===== src/rtl/mem_stage.sv =====
// mem_stage: MEM pipeline stage; issues data-cache requests, formats load data, owns MEM/WB.
// Optional feature: define MEM_MISALIGN_CHECK_EN to complete misaligned accesses locally.
package mem_stage_pkg;
  typedef struct packed {
    logic       is_load;
    logic       is_store;
    logic       is_csr;
    logic       is_atomic;
    logic [2:0] funct3;
    logic [4:0] rd;
    logic       en_rd;
  } decoded_inst_t;
endpackage

module mem_stage
  import mem_stage_pkg::*;
#(
  parameter int unsigned XLEN = 64
) (
  input  logic                clk,
  input  logic                reset,
  input  decoded_inst_t       inst,
  input  logic                is_bubble,
  input  logic [XLEN-1:0]     alu_result,
  input  logic [XLEN-1:0]     rs2_val,
  input  logic [XLEN-1:0]     csr_rdata,
  input  logic                wb_stall,
  input  logic                flush,
  output logic                dc_req_valid,
  input  logic                dc_req_ready,
  output logic [XLEN-1:0]     dc_req_addr,
  output logic                dc_req_we,
  output logic                dc_req_amo,
  output logic [XLEN-1:0]     dc_req_wdata,
  output logic [XLEN/8-1:0]   dc_req_wstrb,
  input  logic                dc_resp_valid,
  input  logic [XLEN-1:0]     dc_resp_rdata,
  output logic                stall,
  output decoded_inst_t       wb_inst,
  output logic                wb_is_bubble,
  output logic [XLEN-1:0]     wb_alu_result,
  output logic [XLEN-1:0]     wb_mem_result,
  output logic                wb_misaligned
);
  localparam int unsigned STRB_W = XLEN / 8;

  typedef enum logic [2:0] {ST_IDLE, ST_REQ, ST_RESP, ST_HOLD, ST_DRAIN} state_t;

  state_t              state, state_nxt;
  logic                mem_op, mem_req, misaligned, complete, hold_load;
  logic [2:0]          off;
  logic [5:0]          lane_sh;
  logic [STRB_W-1:0]   size_mask;
  logic [XLEN-1:0]     lane, load_fmt, hold_buf;
  decoded_inst_t       nxt_inst;
  logic                nxt_bubble, nxt_mis;
  logic [XLEN-1:0]     nxt_mem;

  assign mem_op  = !is_bubble && (inst.is_load || inst.is_store || inst.is_atomic);
  assign mem_req = mem_op && !misaligned;
  assign off     = alu_result[2:0];
  assign lane_sh = {off, 3'b000};

  // Access-size byte mask from funct3[1:0]
  always_comb begin
    case (inst.funct3[1:0])
      2'b00:   size_mask = STRB_W'(1);
      2'b01:   size_mask = STRB_W'(3);
      2'b10:   size_mask = STRB_W'(15);
      default: size_mask = '1;
    endcase
  end

`ifdef MEM_MISALIGN_CHECK_EN
  always_comb begin
    case (inst.funct3[1:0])
      2'b01:   misaligned = off[0];
      2'b10:   misaligned = |off[1:0];
      2'b11:   misaligned = |off;
      default: misaligned = 1'b0;
    endcase
  end
`else
  assign misaligned = 1'b0;
`endif

  // Request fields follow the held EX/MEM slot, so they stay stable while waiting for ready
  assign dc_req_addr  = {alu_result[XLEN-1:3], 3'b000};
  assign dc_req_we    = inst.is_store && !inst.is_atomic;
  assign dc_req_amo   = inst.is_atomic;
  assign dc_req_wdata = inst.is_atomic ? rs2_val : (rs2_val << lane_sh);
  assign dc_req_wstrb = (inst.is_store || inst.is_atomic) ? (size_mask << off) : '0;

  // Load lane select and extension
  assign lane = dc_resp_rdata >> lane_sh;
  always_comb begin
    case (inst.funct3)
      3'b000:  load_fmt = {{(XLEN-8){lane[7]}}, lane[7:0]};
      3'b001:  load_fmt = {{(XLEN-16){lane[15]}}, lane[15:0]};
      3'b010:  load_fmt = {{(XLEN-32){lane[31]}}, lane[31:0]};
      3'b100:  load_fmt = {{(XLEN-8){1'b0}}, lane[7:0]};
      3'b101:  load_fmt = {{(XLEN-16){1'b0}}, lane[15:0]};
      3'b110:  load_fmt = {{(XLEN-32){1'b0}}, lane[31:0]};
      default: load_fmt = lane;
    endcase
  end

  always_ff @(posedge clk or negedge reset) begin
    if (!reset) state <= ST_IDLE;
    else        state <= state_nxt;
  end

  // Next state; flush wins, but an accepted request must still be drained
  always_comb begin
    state_nxt = state;
    case (state)
      ST_IDLE: begin
        if (mem_req) begin
          if (dc_req_ready) state_nxt = flush ? ST_DRAIN : ST_RESP;
          else              state_nxt = flush ? ST_IDLE : ST_REQ;
        end
      end
      ST_REQ: begin
        if (dc_req_ready) state_nxt = flush ? ST_DRAIN : ST_RESP;
        else if (flush)   state_nxt = ST_IDLE;
      end
      ST_RESP: begin
        if (flush)              state_nxt = dc_resp_valid ? ST_IDLE : ST_DRAIN;
        else if (dc_resp_valid) state_nxt = wb_stall ? ST_HOLD : ST_IDLE;
      end
      ST_HOLD: begin
        if (flush || !wb_stall) state_nxt = ST_IDLE;
      end
      ST_DRAIN: begin
        if (dc_resp_valid) state_nxt = ST_IDLE;
      end
      default: state_nxt = ST_IDLE;
    endcase
  end

  // Handshake, stall and MEM/WB next values
  always_comb begin
    dc_req_valid = 1'b0;
    complete     = 1'b0;
    hold_load    = 1'b0;
    nxt_inst     = inst;
    nxt_bubble   = 1'b1;
    nxt_mem      = '0;
    nxt_mis      = 1'b0;
    case (state)
      ST_IDLE: begin
        dc_req_valid = mem_req;
        if (!mem_op) begin
          complete   = 1'b1;
          nxt_bubble = is_bubble;
          nxt_mem    = inst.is_csr ? csr_rdata : '0;
        end else if (misaligned) begin
          complete       = 1'b1;
          nxt_bubble     = 1'b0;
          nxt_mis        = 1'b1;
          nxt_inst.en_rd = 1'b0;
        end
      end
      ST_REQ: dc_req_valid = 1'b1;
      ST_RESP: begin
        if (dc_resp_valid) begin
          complete   = 1'b1;
          nxt_bubble = 1'b0;
          nxt_mem    = load_fmt;
          hold_load  = wb_stall && !flush;
        end
      end
      ST_HOLD: begin
        complete   = 1'b1;
        nxt_bubble = 1'b0;
        nxt_mem    = hold_buf;
      end
      default: ;
    endcase
    if (flush) begin
      nxt_bubble = 1'b1;
      nxt_mis    = 1'b0;
    end
    if (!reset) dc_req_valid = 1'b0;
    stall = wb_stall || (state == ST_REQ) || (state == ST_DRAIN) || (mem_op && !complete);
  end

  always_ff @(posedge clk or negedge reset) begin
    if (!reset)         hold_buf <= '0;
    else if (hold_load) hold_buf <= load_fmt;
  end

  // MEM/WB pipeline register, frozen by WB back-pressure
  always_ff @(posedge clk or negedge reset) begin
    if (!reset) begin
      wb_inst       <= '0;
      wb_is_bubble  <= 1'b1;
      wb_alu_result <= '0;
      wb_mem_result <= '0;
      wb_misaligned <= 1'b0;
    end else if (!wb_stall) begin
      wb_inst       <= nxt_inst;
      wb_is_bubble  <= nxt_bubble;
      wb_alu_result <= alu_result;
      wb_mem_result <= nxt_mem;
      wb_misaligned <= nxt_mis;
    end
  end
endmodule


===== config.mk =====
export PLATFORM = sky130hd
export DESIGN_NAME = mem_stage
export DESIGN_NICKNAME = d
export VERILOG_FILES = /design/src/rtl/mem_stage.sv
export SDC_FILE = /design/constraint.sdc
export NUM_CORES = 1
export LEC_CHECK = 0
export CAP_MARGIN = 10
export CORE_AREA = 5 5 214 216
export CTS_CLUSTER_DIAMETER = 30
export CTS_CLUSTER_SIZE = 16
export DETAILED_ROUTE_END_ITERATION = 16
export DIE_AREA = 0 0 219 221
export PLACE_DENSITY = 0.62
export SETUP_SLACK_MARGIN = 0.2
export SYNTH_ARGS = -nofsm -noshare
export SYNTH_HDL_FRONTEND = slang
export SYNTH_SLANG_ARGS = --single-unit

===== constraint.sdc =====
create_clock -name clk -period 5.2 [get_ports clk]
set_input_delay 1.04 -clock clk [delete_from_list [all_inputs] [get_ports clk]]
set_output_delay 1.04 -clock clk [all_outputs]
set_load 0.02 [all_outputs]

==> impl_metrics.tcl <==
set metrics [dict create \
    status "completed" \
    synth_seq_cells 209 \
    grt_pass1_vias 13867 \
    syn_area_mm2 0.01359 \
    num_io_pins 559 \
    cts_setup_buffers 0 \
    maxCapViolCount 0 \
    finalCriticalPeriod_ns 4.540 \
    area_growth_pct 55.75 \
    setup_viol 0 \
    worst_path_max_delay_cell "nor3_2" \
    critPathRequiredTime_ns 4.16 \
    final-max-slew-violation-count 0 \
    fmax_mhz 220.2 \
    hold_viol 0 \
    vias_per_cell 5.354 \
    drc 0 \
    hold_buffers 0 \
    cts_sinks 209 \
    ys_seq_area_share_pct 38.49 \
    yosys_warnings 0 \
    worstPathArrival_ns 3.50 \
    synth_edf_count 0 \
    worst-path-stages 5 \
    crit_chain "buf_6 -> nor3_2 -> nor2_1 -> nor2b_1 -> clkdlybuf4s50_1" \
    place_area_mm2 0.01908 \
    cts.repair.resized 0 \
    power.density_mw_per_mm2 356.5 \
    worst_pin_slew_ns 0.9165 \
    die_w_um 219 \
    rsz0062_at_grt "false" \
    wl_per_cell_um 24.39 \
    total_power_mw 7.546 \
    path_buf_inv 2 \
    hold_path.class "in2async" \
    async_flop_share_pct 100.0 \
    synth_flop_cell "dfrtp_1" \
    antenna_found_initial 21 \
    die_area_mm2 0.04840 \
    portBuffers 554 \
    drive_gt1_share_pct 13.91 \
    cp_top_family "simple AND/OR/NAND/NOR gates" \
    clk_path_buf_depth 3 \
    grt_pass1_wl_mm 90.10 \
    fp.dieH_um 221 \
    endpoint_kind "output port" \
    place.gp.congestion 0.9300 \
    worstSetupPathType "in2out" \
    grt_max_degree 144 \
    layout_setup_ws_ns 0.6596 \
    gr-total-overflow 0 \
    synth_cell_type_count 65 \
    grt_use_total_pct 24.07 \
    clock-root-buffer "clkbuf_16" \
    initial_core_util_pct 31.07 \
    slew_headroom_pct 38.77 \
    cts_tree "yes" \
    antenna_left 0 \
    cts-buffers-inserted 53 \
    fin_area_mm2 0.02117 \
    fill_cells 4163 \
    place_ws_ns 0.7073 \
    clock_skew_ns 0.02021 \
    ff2ff_path_depth 6 \
    worstPathMaxFanout 75 \
    leakage_nw 8.622 \
    wirelength_mm 61.19 \
    htreeDepth 2 \
    clock_latency_ns 0.58 \
    vdd_drop_max_mv 0.2543 \
    path_clk_slew_ns 0.06 \
    syn_inst 1417 \
    finalSetupTns_ns 0 \
    finalCritPeriodShare_pct 87.32 \
    drtIter0Drc 1060 \
    rows 77 \
    slowest_delay_ns 0.83 \
    dp_hpwl_mm 45.81 \
    vias 13432 \
    core_mm2 0.04374 \
    layout.nets 2136 \
    synth.avg_cell_area_um2 9.591 \
    first_pass_iters 5 \
    cp-start-kind "input port" \
]
sequential cells by signal, summed over array words and instances, names as in the netlist:
signal	count
wb_alu_result	64
state	3
wb_is_bubble	1
wb_mem_result	64
wb_inst	13
hold_buf	64
cell usage in the layout, fill, tap and decap left out, types with 4 or more instances in the layout:
cell type and n:
clkdlybuf4s50_1 548, dfrtp_1 208, nand2_1 163, mux2i_1 126
nor2_1 100, o21ai_0 96, mux2_2 93, clkbuf_16 53
o31ai_1 45, a21oi_1 39, a221oi_1 39, a211oi_1 32
nor2b_1 31, buf_4 31, a22o_1 30, a221o_1 30
a31oi_1 17, o22a_1 16, mux4_2 15, a2bb2oi_1 14
bufinv_16 13, diode_2 12, a22oi_1 12, o22ai_1 11
inv_1 11, clkinv_2 8, o21ai_1 7, o2111ai_1 7
o2bb2ai_1 7, clkbuf_8 7, nor3_1 6, clkinvlp_4 6
o31ai_2 5, and2_1 4, nand3_1 4, conb_1 4
inv_8 4
cell families after synthesis:
group	count (synthesis)	synth area share [%]
DFF	209	38.49
AOI/OAI and AO/OA	427	22.73
muxes	234	19.47
and+or+nand+nor	334	10.74
other	1	0.02759
buffers and inverters	212	8.534
worst reg2reg max path, delay by kind of cell (launching register included):
kind / cells / cell delay [ns]
compound gates: 3 / 0.93
buf+inv: 2 / 0.62
flops: 1 / 0.61
simple gates: 1 / 0.26
stage by stage:
stage               hold slack, ns  cells  utilization [%]
finish                      0.4265   2509            48.39
global route                0.4614   2504            48.36
CTS                         0.4365   2497            48.32
detailed placement          0.4657   2397            43.61
global placement            0.4590   2397            43.61
floorplan                   0.4484   1420                -
Yosys cell counts, drive strengths merged, types with 2 or more instances:
cell type	instances	share of area, %
a32oi	2	0.13
o22a	16	1.0
or3b	2	0.13
a22o	30	1.9
a22oi	12	0.66
mux2	93	7.7
and2	4	0.18
or2	3	0.14
nand2	165	4.6
nand3	4	0.15
o2111ai	7	0.45
a221oi	39	2.5
a221o	30	2.2
o22ai	11	0.51
or3	2	0.092
a2111oi	2	0.13
dfrtp	208	38
nor3	8	0.37
a2bb2oi	14	0.90
o2bb2ai	7	0.45
mux2i	126	9.3
nand3b	2	0.11
o21ai	103	3.8
nand2b	3	0.14
o31ai	50	2.9
a31oi	17	0.78
inv	11	0.30
a21o	3	0.17
a21oi	39	1.4
mux4	15	2.5
nor2b	32	1.5
nor3b	2	0.15
buf	117	5.9
nor2	100	2.8
clkbuf	84	2.3
a211oi	35	2.0
routing by layer:
layer	track usage, %	share of wire (%)
met5	0	0.24
met2	39.85	48
met4	8.144	2.9
met3	8.283	9.4
met1	29.29	40
report_power, final:
group / switching (mW) / total, mW / leakage [nW] / internal, mW
logic: 0.927 / 1.78 / 4.95 / 0.850
registers: 0.140 / 2.02 / 2.68 / 1.88
clock network: 1.12 / 3.75 / 0.993 / 2.64
total: 2.18 / 7.55 / 8.62 / 5.36
area by class of cell:
type / instances / area [um2] / area share (%)
timing repair buffer: 586 / 5821 / 27.50
tap: 592 / 740.7 / 3.499
inverter: 11 / 41.29 / 0.1951
sequential: 209 / 5231 / 24.71
antenna: 12 / 30.03 / 0.1419
clock inverter: 37 / 626.9 / 2.962
multi-input combinational: 999 / 7242 / 34.21
clock buffer: 63 / 1434 / 6.774
worst paths after layout:
check                              start           endpoint  slack (ns)
min                                reset  wb_mem_result[26]        0.43
min in group clk            hold_buf[52]       hold_buf[52]        0.48
max reg2reg                     state[1]  wb_mem_result[63]        2.67
max                        alu_result[0]    dc_req_wdata[1]        0.66
max in group asynchronous          reset       hold_buf[46]        3.53
min reg2reg                 hold_buf[52]       hold_buf[52]        0.48
No activity file was read; power rests on OpenSTA's default activity.
